## src/rtl/mms_stream_ctrl.sv

```systemverilog
// mms_stream_ctrl: frame-level min/max controller over a serial sample stream.
// Optional macro MMS_INDEX_EN adds result_idx (position of the winning sample).
module mms_stream_ctrl #(
   parameter int DW        = 8,
   parameter int FRAME_LEN = 8,
   parameter int CW        = $clog2(FRAME_LEN + 1)
) (
   input  logic          clk,
   input  logic          reset,
   input  logic          start,
   input  logic          select,
   input  logic          in_valid,
   input  logic [DW-1:0] in_data,
   output logic          in_ready,
   output logic          out_valid,
   input  logic          out_ready,
   output logic [DW-1:0] result,
   output logic          busy
`ifdef MMS_INDEX_EN
   ,
   output logic [CW-1:0] result_idx
`endif
);

   typedef enum logic [1:0] {
      S_IDLE  = 2'd0,
      S_ACCUM = 2'd1,
      S_DONE  = 2'd2
   } state_t;

   state_t        r_state;
   state_t        w_state_nxt;
   logic [CW-1:0] r_count;
   logic [DW-1:0] r_acc;
   logic [DW-1:0] r_result;
   logic          r_sel;

   logic          w_accept;
   logic          w_first;
   logic          w_last;
   logic          w_take;
   logic          w_pick;
   logic [DW-1:0] w_acc_nxt;

   // Equal samples never replace the running winner, so ties keep
   // the earlier sample for both max and min.
   assign w_accept  = in_valid && (r_state == S_ACCUM);
   assign w_first   = (r_count == '0);
   assign w_last    = (r_count == CW'(FRAME_LEN - 1));
   assign w_take    = (in_data != r_acc) && ((r_acc < in_data) ^ r_sel);
   assign w_pick    = w_first || w_take;
   assign w_acc_nxt = w_pick ? in_data : r_acc;

   assign result    = r_result;

`ifdef MMS_INDEX_EN
   logic [CW-1:0] r_idx;
   logic [CW-1:0] r_res_idx;
   logic [CW-1:0] w_idx_nxt;

   assign w_idx_nxt  = w_first ? '0 : (w_take ? r_count : r_idx);
   assign result_idx = r_res_idx;

   // Winner index tracks the accumulator; published with the result.
   always_ff @(posedge clk) begin
      if (reset) begin
         r_idx     <= '0;
         r_res_idx <= '0;
      end else if (w_accept) begin
         r_idx <= w_idx_nxt;
         if (w_last) r_res_idx <= w_idx_nxt;
      end
   end
`endif

   // State register.
   always_ff @(posedge clk) begin
      if (reset) r_state <= S_IDLE;
      else       r_state <= w_state_nxt;
   end

   // Next-state and handshake outputs.
   always_comb begin
      w_state_nxt = r_state;
      in_ready    = 1'b0;
      out_valid   = 1'b0;
      busy        = 1'b1;
      unique case (r_state)
         S_IDLE: begin
            busy = 1'b0;
            if (start) w_state_nxt = S_ACCUM;
         end
         S_ACCUM: begin
            in_ready = 1'b1;
            if (w_accept && w_last) w_state_nxt = S_DONE;
         end
         S_DONE: begin
            out_valid = 1'b1;
            if (out_ready) w_state_nxt = S_IDLE;
         end
         default: begin
            busy        = 1'b0;
            w_state_nxt = S_IDLE;
         end
      endcase
   end

   // Datapath: latch mode, count samples, fold the running winner.
   // The result register holds the last frame value until the next one.
   always_ff @(posedge clk) begin
      if (reset) begin
         r_count  <= '0;
         r_acc    <= '0;
         r_result <= '0;
         r_sel    <= 1'b0;
      end else begin
         if ((r_state == S_IDLE) && start) begin
            r_sel   <= select;
            r_count <= '0;
         end
         if (w_accept) begin
            r_acc   <= w_acc_nxt;
            r_count <= r_count + CW'(1);
            if (w_last) r_result <= w_acc_nxt;
         end
      end
   end

endmodule

```

## config.mk

```make
export PLATFORM = sky130hd
export DESIGN_NAME = mms_stream_ctrl
export DESIGN_NICKNAME = d
export VERILOG_FILES = /design/src/rtl/mms_stream_ctrl.sv
export SDC_FILE = /design/constraint.sdc
export NUM_CORES = 1
export LEC_CHECK = 0
export BUFFER_PORTS_ARGS = -buffer_cell sky130_fd_sc_hd__buf_2
export CELL_PAD_IN_SITES_DETAIL_PLACEMENT = 0
export CELL_PAD_IN_SITES_GLOBAL_PLACEMENT = 2
export CORE_MARGIN = 3
export CORE_UTILIZATION = 36
export CTS_BUF_LIST = sky130_fd_sc_hd__clkbuf_8
export CTS_CLUSTER_SIZE = 24
export DETAILED_ROUTE_END_ITERATION = 6
export GPL_ROUTABILITY_DRIVEN = 0
export GPL_TIMING_DRIVEN = 0
export PLACE_DENSITY = 0.85
export SYNTH_ARGS = -nofsm -noshare
export SYNTH_HDL_FRONTEND = slang
export SYNTH_SLANG_ARGS = --single-unit
```

## constraint.sdc

```tcl
create_clock -name clk -period 3.7 [get_ports clk]
set_input_delay 0 -clock clk [delete_from_list [all_inputs] [get_ports clk]]
set_output_delay 0 -clock clk [all_outputs]
set_load 0.02 [all_outputs]
```

# [Yosys cells after proc, flatten, opt, wreduce, memory -nomap -nowiden]
# Cells that the tools add are included.
[op_classes] addsub=1 mul=0 n_div=0 n_lt_le_gt_ge=1 eq_ne=7 n_shift=0 mux=10 bitwise_logic=1 n_reduce_logical=11
[op_table] op="8-bit < comparator" n=1
[op_table] op="4-bit two-way mux" n=2
[op_table] op="8-bit two-way mux" n=1
[op_table] op="8-bit != test" n=1
[op_table] op="2-bit two-way mux" n=3
[op_table] op="2-bit case mux with 3 select lines" n=1
[op_table] op="4-bit by 1-bit adder with 4-bit output (second input constant)" n=1
[op_table] op="4-bit by 3-bit == test with 1-bit output (second input constant)" n=1
[op_table] op="1-bit logical AND" n=4
[op_table] op="4-bit logical NOT" n=1
[op_table] op="2-bit != test (second input constant)" n=2
[op_table] op="1-bit two-way mux" n=3
[op_table] op="3-bit AND reduction" n=1
[op_table] op="2-bit by 1-bit == test with 1-bit output (second input constant)" n=1
[op_table] op="2-bit == test (second input constant)" n=1
[op_table] op="2-bit logical NOT" n=1
[op_table] op="2-bit by 1-bit != test with 1-bit output (second input constant)" n=1
[op_table] op="2-bit AND reduction" n=1
[op_table] op="2-bit nonzero test" n=1
[op_table] op="2-bit OR reduction" n=1
[op_table] op="1-bit logical OR" n=1
[op_table] op="1-bit XOR" n=1
[totals] register_bits=23 latch_bits=0 ram_bits=0 rom_bits=0 in_bits=14 output_inout_bits=11 elab_cells=36 memories=0

# [Logic depth before layout (Yosys ltp)]
# Gate-level depths: netlist of run 1.
[logic_depth] depth_word=5 ltp_mapped=9

# [Worst setup path after synthesis of run 1]
# Ideal clock, no wire load.
[synth_path] path_kind="register -> register" startpoint="register r_acc[7]" endpoint="register r_acc[1]" setup_ns=0.072 arrival_time_ns=2.017 t_required_ns=3.628 path_slack_ns=1.611 stages_incl_launch_ff=8 path_buffers=0 period_less_slack_ns=2.089 path_cell_list="dfxtp_1 > ha_1 > a21oi_1 > o21ai_1 > or3b_1 > mux2_4 > a21oi_4 > mux2i_1"
[synth_between] elab_chain_len=5 word_cells_on_any_way=6
[synth_lines] item="start, declared" line_no="34" text="logic [DW-1:0] r_acc;"
[synth_lines] item="start signal, assigned" line_no="122" text="r_acc <= w_acc_nxt;"
[synth_lines] item="8-bit < comparator" line_no="50" text="assign w_take = (in_data != r_acc) && ((r_acc < in_data) ^ r_sel);"
[synth_lines] item="1-bit XOR" line_no="50"
[synth_lines] item="1-bit logical AND (*)" line_no="50"
[synth_lines] item="1-bit logical OR (*)" line_no="51" text="assign w_pick = w_first || w_take;"
[synth_lines] item="8-bit two-way mux (*)" line_no="52" text="assign w_acc_nxt = w_pick ? in_data : r_acc;"
# Mark *: on every way between the ends. The rest lies on a longest branch, timed or not.
# A chain may end at the register's enable or synchronous reset.

# [Worst setup path in the final report of run 1]
[layout_path] startpoint="input port in_data[7]" endpoint="register r_acc[7]"
[layout_between] elab_chain_len=5 word_cells_on_any_way=6
[layout_lines] item="start, declared" line_no="13" text="input logic [DW-1:0] in_data,"
[layout_lines] item="8-bit < comparator" line_no="50"
[layout_lines] item="1-bit XOR" line_no="50"
[layout_lines] item="1-bit logical AND" line_no="50"
[layout_lines] item="1-bit logical OR" line_no="51"
[layout_lines] item="8-bit two-way mux (*)" line_no="52"
# Marked as above.

==> results of run 1 <==
[worst reg2reg max path: cells and delay by family (launching register included)]
family	cells	cell delay, ps
and+or+nand+nor	1	410
adders and majority gates	1	310
DFF	1	340
muxes	2	590
AOI/OAI and AO/OA	3	660
[per-stage QoR]
stage / area [um2] / utilization [%]
2_1_floorplan: 1340 / -
3_3_place_gp: 1520 / 43.8
3_5_place_dp: 1520 / 43.8
4_1_cts: 1650 / 47.7
5_1_grt: 1650 / 47.7
6_report: 1650 / 47.7
[flip-flops by register name (all words and copies together), names as in the netlist]
| signal | count |
|---|---|
| result | 8 |
| r_count | 4 |
| r_acc | 8 |
| r_state | 2 |
| r_sel | 1 |
[cells by family after synthesis]
group	share of synthesized area [%]
simple gates	18.9
compound gates	20.6
flops	34.4
buf+inv	5.69
fa+ha+maj	13.1
mux	7.38
[what timing repair did]
action,in CTS,in global routing
endpoints found under the setup margin,0,0
hold buffers,9,0
hold endpoints to repair,12,0
setup buffers,0,0
[worst max path at each step]
stage                                  endpoint  slack [ps]  cells past startpoint
after floorplan           r_acc[1]$_SDFFE_PP0P_        1610                      7
after global placement    r_acc[5]$_SDFFE_PP0P_        1380                      7
after detailed placement  r_acc[7]$_SDFFE_PP0P_        1320                      7
after CTS                 r_acc[7]$_SDFFE_PP0P_        1220                     10
after global routing      r_acc[5]$_SDFFE_PP0P_        1030                     10
final                     r_acc[7]$_SDFFE_PP0P_        1230                     10
[Yosys cell counts, types with 2 or more instances]
master / number
a21oi_1: 11
a311oi_1: 7
clkbuf_1: 4
dfxtp_1: 23
ha_1: 14
inv_1: 14
mux2i_1: 7
nand2_1: 19
nand3_1: 9
nand4_1: 2
nor2_1: 17
o21ai_0: 10
[area by class of cell]
cell class | instances | area (um2)
Inverter | 15 | 56.3
Multi-Input combinational cell | 118 | 803
Timing Repair Buffer | 33 | 210
Buffer | 5 | 20.0
Sequential cell | 23 | 460
Clock buffer | 3 | 41.3
Clock inverter | 1 | 3.75
Fill cell | 356 | 1820
Tap cell | 46 | 57.6
[power by group through the flow]
stage / Combinational (W) / Sequential, W / Clock, W
finish: 0.000119 / 0.000264 / 0.000156
global route: 0.000137 / 0.000265 / 0.000171
CTS: 0.000121 / 0.000264 / 0.000162
detailed placement: 0.000113 / 0.000269 / 0
global placement: 0.000111 / 0.000269 / 0
floorplan: 0.0000793 / 0.000267 / 0
[per-layer routing]
layer / up-vias / wire (um) / GRT usage [%]
met5: - / 0 / 0
met4: 0 / 31 / 4.56
met3: 4 / 133 / 3.71
met2: 26 / 1520 / 25.8
met1: 570 / 1630 / 23.3
li1: 657 / - / -
==> results.toml, run 1 <==
[run_status]
status = "completed"

[routing]
wl_mm = 3.31
first_iter_violations = 70
first_pass_iters = 4
drc = 0
ant_nets = 0
via_count = 1257
viasPerCell = 5.15
wl_per_cell_um = 13.6

[worst_setup_path]
cp_max_fo = 9
cp_slowest_cell = "dlygate4sd3_1"
cp-start-kind = "input port"
critPathKind = "input port to flip-flop"
crit_start = "in_data[7]"
crit_buf_inv = 3
crit_family = "buffers and inverters"
crit_path_end_kind = "flip-flop"
cp.arrival_ps = 2660
required_ps = 3900
reg2reg_depth = 7
rrSetupSlack_ps = 1320
reg2reg_from = "r_acc[7]$_SDFFE_PP0P_"
reg2reg_to = "r_acc[7]$_SDFFE_PP0P_"
crit_chain = "dlygate4sd3_1, buf_2, inv_1, ha_1, a21oi_1, o21ai_1, or3b_1, mux2_4, a21oi_4, mux2i_1"
critPathMaxStageDelay_ps = 520

[sta]
relSlewSlack_pct = 57.3
worst_pin_slew_ps = 641
fin_worst_skew_ps = 5.30
min_period_ps = 2470
slew_violations = 0
whs_ps = 26.8
period_share_pct = 66.6
setup_tns_ps = 0
hold_viol = 0
max_freq_ghz = 0.406
setup_ws_ps = 1230
setup_viol = 0
rsz0062_at_grt = "no"

[finish]
instances_no_fill = 244
diodes = 0
drive_gt1_share_pct = 17.2
final_cell_mix = "25 x buf_2, 23 x dfxtp_1, 19 x nand2_1, 17 x nor2_1, 15 x inv_1"
area_growth_pct = 23.3
nets = 227
final_common_cell = "buf_2"

[hold_path]
worstHoldPathType = "input port to flip-flop"
min_from = "start"
hold_path_depth = 3
whs_endpoint = "r_sel$_SDFFE_PP0P_"

[clocking]
cts_root_buffer = "clkbuf_8"
insertion_delay_ps = 270
ctsResizeCount = 0
cts_tree = "yes"
cts_buffer_depth = 2
path_clk_slew_ps = 80
htreeDepth = 1
cts_buffers = 3
numClockSinks = 23

[synth]
async_flop_share_pct = 0
syn_area_mm2 = 0.00134
yosysTopAreaCellShare_pct = 34.4
synth.distinct_cells = 36
synth-edff-count = 0
syn_inst = 161
synthTopCellsByArea = "dfxtp_1 34%, ha_1 13%, nand2_1 5.3%"
syn_nets = 189
ys_warn_count = 0
yosysSeqAreaShare_pct = 34.4
yosys.area.top_type = "dfxtp_1"
ys_ff_latch = 23
synth.avg_cell_area_um2 = 8.32
ys.flop_type = "dfxtp_1"

[floorplan]
rows = 21
die-area_mm2 = 0.00449
io_pins = 25
die_h_um = 67.0
die_width_um = 67.0
core_area_mm2 = 0.00347
start_util_pct = 38.6

[place]
dp_cells = 231
place_ws_ps = 1320
port_buffers = 24
hpwl_mm = 2.38

[power]
ir_drop_mv = 0.289
switching_share_pct = 30.0
power_leakage_nw = 0.701
p_int_w = 0.000377
finalPower_w = 0.000539
p_comb_share_pct = 22.2
powerDensity_mw_per_mm2 = 326
pwr-share-seq_pct = 48.9
power_switching_w = 0.000162
power_frac_clock_pct = 28.9

[flow_run]
maxCapViolCount = 0

[grt]
grt_pass1_wl_mm = 5.60
gr-total-overflow = 0
grt_max_degree = 13
grtUsageTotal_pct = 16.8
antenna_found_initial = 0
grt_pass1_vias = 1128
(Power assumes the default switching activity.)
==> run 2: changes to the inputs <==
- CORE_UTILIZATION: 36 -> 30
- PLACE_DENSITY: 0.85 -> 0.76
- clock period: 3.7 -> 2 ns (I/O delays scaled with it)
==> run 2 against run 1 <==
  * The flow now finishes with violations (setup timing)
  * Count of clock-buffer cells in the layout unchanged
  * Critical path type is now flip-flop to flip-flop
  * Wire length increased by 18%
  * Final cell count increased by 6.6%
  * Non-clock buffer count increased by 11
  * Setup slack got worse by 1400 ps
  * Clock power increased by 92%
  * Critical endpoint unchanged
  * Clock skew decreased by 3.4 ps
==> results.toml, run 2 (synthesis gave the netlist of run 1 again) <==
[run_status]
status = "finished, violations left"
violations = "setup timing"

[worst_setup_path]
cp.arrival_ps = 2390
reg2reg_from = "r_acc[4]$_SDFFE_PP0P_"
required_ps = 2190
critPathKind = "flip-flop to flip-flop"
cp-start-kind = "flip-flop"
cp_max_fo = 4
reg2reg_to = "r_acc[7]$_SDFFE_PP0P_"
crit_start = "r_acc[4]$_SDFFE_PP0P_"
setup.worst_path.end = "r_acc[7]$_SDFFE_PP0P_"
rrSetupSlack_ps = -200
reg2reg_depth = 8
crit_path_end_kind = "flip-flop"

[finish]
final_cell_mix = "25 x buf_2, 18 x nand2_1, 17 x nor2_1, 15 x dfxtp_1, 13 x inv_1"
diodes = 0
final_common_cell = "buf_2"
instances_no_fill = 260
seqCellArea_um2 = 473
post-route-util_pct = 47.6
n_fill_cell = 417
multi_input_area_um2 = 1000
area_growth_pct = 47.2
nets = 239
drive_gt1_share_pct = 37.6
design_area_mm2 = 0.00197

[clocking]
cts_buffer_depth = 2
cts_tree = "yes"
insertion_delay_ps = 270
cts_buffers = 3
numClockSinks = 23
htreeDepth = 1
path_clk_slew_ps = 90
cts_root_buffer = "clkbuf_8"

[floorplan]
die-area_mm2 = 0.00530
start_util_pct = 32.3
die_width_um = 72.8
io_pins = 25
rows = 23
core_area_mm2 = 0.00414
die_h_um = 72.8

[sta]
max_freq_ghz = 0.455
rsz0062_at_grt = "yes"
relSlewSlack_pct = 63.4
slew_violations = 0
worst_pin_slew_ps = 548
setup_ws_ps = -199
fin_worst_skew_ps = 1.91
period_share_pct = 110
min_period_ps = 2200
setup_tns_ps = -1940
hold_viol = 0
setup_viol = 16

[grt]
antenna_found_initial = 0
grt_pass1_wl_mm = 6.20
met3_usage_pct = 3.17
gr-usage-met2_pct = 26.4
grt_pass1_vias = 1344
grt_max_degree = 14
grtUsageTotal_pct = 15.0
grt.busiest_layer = "met2"
gr-total-overflow = 0
grt_util_met1_pct = 18.6

[routing]
first_iter_violations = 56
wl_per_cell_um = 15.1
ant_nets = 0
viasPerCell = 5.22
via_count = 1358
wl_mm = 3.92
drc = 0
first_pass_iters = 4

[flow_run]
maxCapViolCount = 0

[place]
dp_cells = 235
hpwl_mm = 2.60
dpl_cell_area_mm2 = 0.00162
port_buffers = 24

[power]
power_leakage_nw = 0.778
powerDensity_mw_per_mm2 = 561
ir_drop_mv = 0.412

[hold_path]
worstHoldPathType = "input port to flip-flop"
-- run 2: how the worst min path moves through the flow --
stage                             endpoint        from  depth (start not counted)  slack [ps]
floorplan           result[0]$_SDFFE_PP0P_       reset                          1          70
global placement    result[2]$_SDFFE_PP0P_       reset                          2         250
detailed placement  result[1]$_SDFFE_PP0P_       reset                          2         250
CTS                     r_sel$_SDFFE_PP0P_       start                          3          20
global route        result[3]$_SDFFE_PP0P_  in_data[3]                          3          20
finish              result[3]$_SDFFE_PP0P_  in_data[3]                          3          10
-- run 2: final cells by class --
type	instances	area share, %
Clock inverter	1	0.254
Buffer	3	0.634
Tap cell	50	3.17
Sequential cell	23	24.0
Clock buffer	3	2.09
Timing Repair Buffer	46	16.4
Multi-Input combinational cell	119	50.7
Inverter	15	2.85
-- run 2: per-stage QoR --
stage               setup slack [ps]  power [W]  hold WS (ps)
floorplan                      -62.0   0.000663          72.1
global placement                -329   0.000727           253
detailed placement              -361   0.000734           249
CTS                             -146    0.00107          17.3
global route                    -253    0.00117          15.9
finish                          -199    0.00111          9.57
-- run 2: timing repair --
action,in CTS,in global routing
pin swaps,6,12
buffers inserted,8,5
cloned,0,1
hold buffers,9,0
hold endpoints to repair,12,0
setup endpoints to repair,16,16
resized for setup,9,19
-- run 2: report_power, final --
group	switching (W)	internal (W)	leakage, nW
Clock	0.000160	0.000139	0.0255
Sequential	0.0000183	0.000476	0.190
Combinational	0.000170	0.000143	0.562
Total	0.000349	0.000758	0.778
-- run 2: layer usage --
layer / wire length, um / share of wire, %
met1: 1760 / 45
met2: 1930 / 49
met3: 207 / 5.3
met4: 24 / 0.61
met5: 0 / 0
-- run 2: worst max-delay path: stages (launching register included) --
cell	delay, ps
dfxtp_2	370
ha_4	200
nand4_1	140
or2_4	180
or3b_4	400
mux2_4	310
a21oi_4	160
buf_6	150
mux2i_2	200
==> run 3: changes to the inputs <==
- ABC_AREA: not set -> 1
- CORE_UTILIZATION: 30 -> 29
- PLACE_DENSITY: 0.76 -> 0.77
==> run 3 against run 2 <==
  * The run now ends clean
  * Wire length fell by 14%
  * Count of clock-buffer cells in the layout did not move
  * Clock skew rose by 1.5 ps
  * Final cell count rose by 16%
  * Non-clock buffer count fell by 22
  * Largest cell class unchanged
==> results.toml, run 3 <==
[run_status]
status = "completed"

[routing]
met1Wirelength_mm = 1.79
wl_per_cell_um = 11.2
viasPerCell = 4.24
top_layer = "met4"
wl_mm = 3.38
wl_met3_um = 93
via_count = 1280
drc = 0
ant_nets = 0
first_iter_violations = 49
route.met2.wl_mm = 1.47
first_pass_iters = 4

[worst_setup_path]
rrSetupSlack_ps = 210
cp_max_fo = 9
critPathKind = "flip-flop to flip-flop"
cp.arrival_ps = 1970
cp-start-kind = "flip-flop"
crit_path_end_kind = "flip-flop"
required_ps = 2180
reg2reg_from = "r_acc[7]$_SDFFE_PP0P_"
crit_start = "r_acc[7]$_SDFFE_PP0P_"

[grt]
grtUsageTotal_pct = 12.6
antenna_found_initial = 0
grt_max_degree = 14
grt_pass1_vias = 1243
grt_pass1_wl_mm = 6.02
gr-total-overflow = 0

[power]
power_switching_w = 0.000610
p_int_w = 0.000870
power_leakage_nw = 0.898
finalPower_w = 0.00148
powerDensity_mw_per_mm2 = 876
ir_drop_mv = 0.387
switching_share_pct = 41.2
power_frac_clock_pct = 20.6
p_comb_share_pct = 41.0
pwr-share-seq_pct = 38.4

[finish]
nets = 264
n_fill_cell = 530
final_cell_mix = "39 x inv_1, 33 x nand2_1, 31 x nor2_1, 27 x nand3_1, 24 x buf_2"
final_common_cell = "inv_1"
diodes = 0
drive_gt1_share_pct = 20.0
post-route-util_pct = 35.5
area_growth_pct = 17.0

[sta]
worst_pin_slew_ps = 434
fin_worst_skew_ps = 3.43
slew_violations = 0
hold_viol = 0
relSlewSlack_pct = 71.1
max_freq_ghz = 0.559
rsz0062_at_grt = "no"
period_share_pct = 89.4
setup_tns_ps = 0
setup_viol = 0
min_period_ps = 1790

[clocking]
ctsResizeCount = 0
cts_setup_buffers = 0
cts_tree = "yes"
insertion_delay_ps = 270
path_clk_slew_ps = 90
holdBufCountCts = 0
cts_root_buffer = "clkbuf_8"
cts_buffers = 3
cts_buffer_depth = 2
htreeDepth = 1
numClockSinks = 23

[flow_run]
maxCapViolCount = 0

[synth]
ys_top_cells_by_count = "39 x inv_1, 33 x nand2_1, 31 x nor2_1, 27 x nand3_1, 23 x dfxtp_1"
yosysTopAreaCellShare_pct = 31.9
synth.distinct_cells = 27
ys_warn_count = 0
async_flop_share_pct = 0
ys.flop_type = "dfxtp_1"
syn_area_mm2 = 0.00144
yosys.area.top_type = "dfxtp_1"
synth_most_common_cell = "inv_1"
synth.avg_cell_area_um2 = 6.94
ys_ff_latch = 23
syn_inst = 208
synthTopCellsByArea = "dfxtp_1 32%, ha_1 12%, inv_1 10%"
syn_nets = 236
yosysSeqAreaShare_pct = 31.9
synth-edff-count = 0

[floorplan]
die_h_um = 76.6
core_area_mm2 = 0.00475
io_pins = 25
die_width_um = 76.6
start_util_pct = 30.4
rows = 25
die-area_mm2 = 0.00586

[place]
port_buffers = 23
hpwl_mm = 2.52

[hold_path]
worstHoldPathType = "input port to flip-flop"
min_from = "select"
[run 3: changes by cell type after synthesis, moves of 10 or more]
cell / delta
nand2_2: +10
nand2_1: +14
inv_1: +25
nor2_1: +14
nand3_1: +18
[run 3: path summary, 6_finish.rpt]
check | endpoint | depth (start not counted)
worst min-delay path | r_sel$_SDFFE_PP0P_ | 3
worst max-delay path | result[3]$_SDFFE_PP0P_ | 10
worst max register to register | result[3]$_SDFFE_PP0P_ | 10
worst min register to register | r_count[0]$_SDFFE_PP0P_ | 1
[run 3: cells by family after synthesis]
family,share of synthesized area [%]
AO/OA/AOI/OAI,6.85
XOR/XNOR,0.607
adder cells (fa/ha/maj),12.1
buffers and inverters,12.6
flip-flops,31.9
AND/OR/NAND/NOR,36.0
[run 3: critical path, cell delays in order, from the launching register on]
cell,delay [ps]
dfxtp_1,340
ha_1,290
a21o_1,190
nor2_2,130
nand3_1,130
nand3_4,190
nand2_8,110
nand2_2,80
nand3_1,110
nand2_1,90
inv_1,40
[run 3: power by group through the flow]
stage          logic, W  clock network (W)  registers, W
6_report       0.000606           0.000305      0.000568
5_1_grt        0.000698           0.000340      0.000577
4_1_cts        0.000614           0.000325      0.000568
3_5_place_dp   0.000612                  0      0.000578
3_3_place_gp   0.000617                  0      0.000577
2_1_floorplan  0.000479                  0      0.000565
[run 3: per-layer routing]
layer,track usage (%),vias up
met5,0,-
met1,17.4,555
li1,-,702
met4,3.80,0
met2,20.0,21
met3,1.89,2
[run 3: cell type report]
class / count / area, um2 / share of cell area, %
clock buffers: 3 / 41.3 / 2.44
flip-flops and latches: 23 / 460 / 27.3
plain buffers: 4 / 27.5 / 1.63
multi-input cells: 140 / 802 / 47.5
inverters: 41 / 154 / 9.11
well taps: 67 / 83.8 / 4.96
repair buffers: 23 / 115 / 6.81
clock inverters: 1 / 5.00 / 0.296
[run 3: through the flow]
| stage | instance area (um2) | cells | worst slack, ps | hold WS [ps] |
|---|---|---|---|---|
| 2_1_floorplan | 1440 | 208 | 311 | 192 |
| 3_3_place_gp | 1640 | 298 | 151 | 286 |
| 3_5_place_dp | 1640 | 298 | 168 | 297 |
| 4_1_cts | 1690 | 302 | 154 | 8.06 |
| 5_1_grt | 1690 | 302 | 11.0 | 45.7 |
| 6_report | 1690 | 302 | 211 | 12.6 |
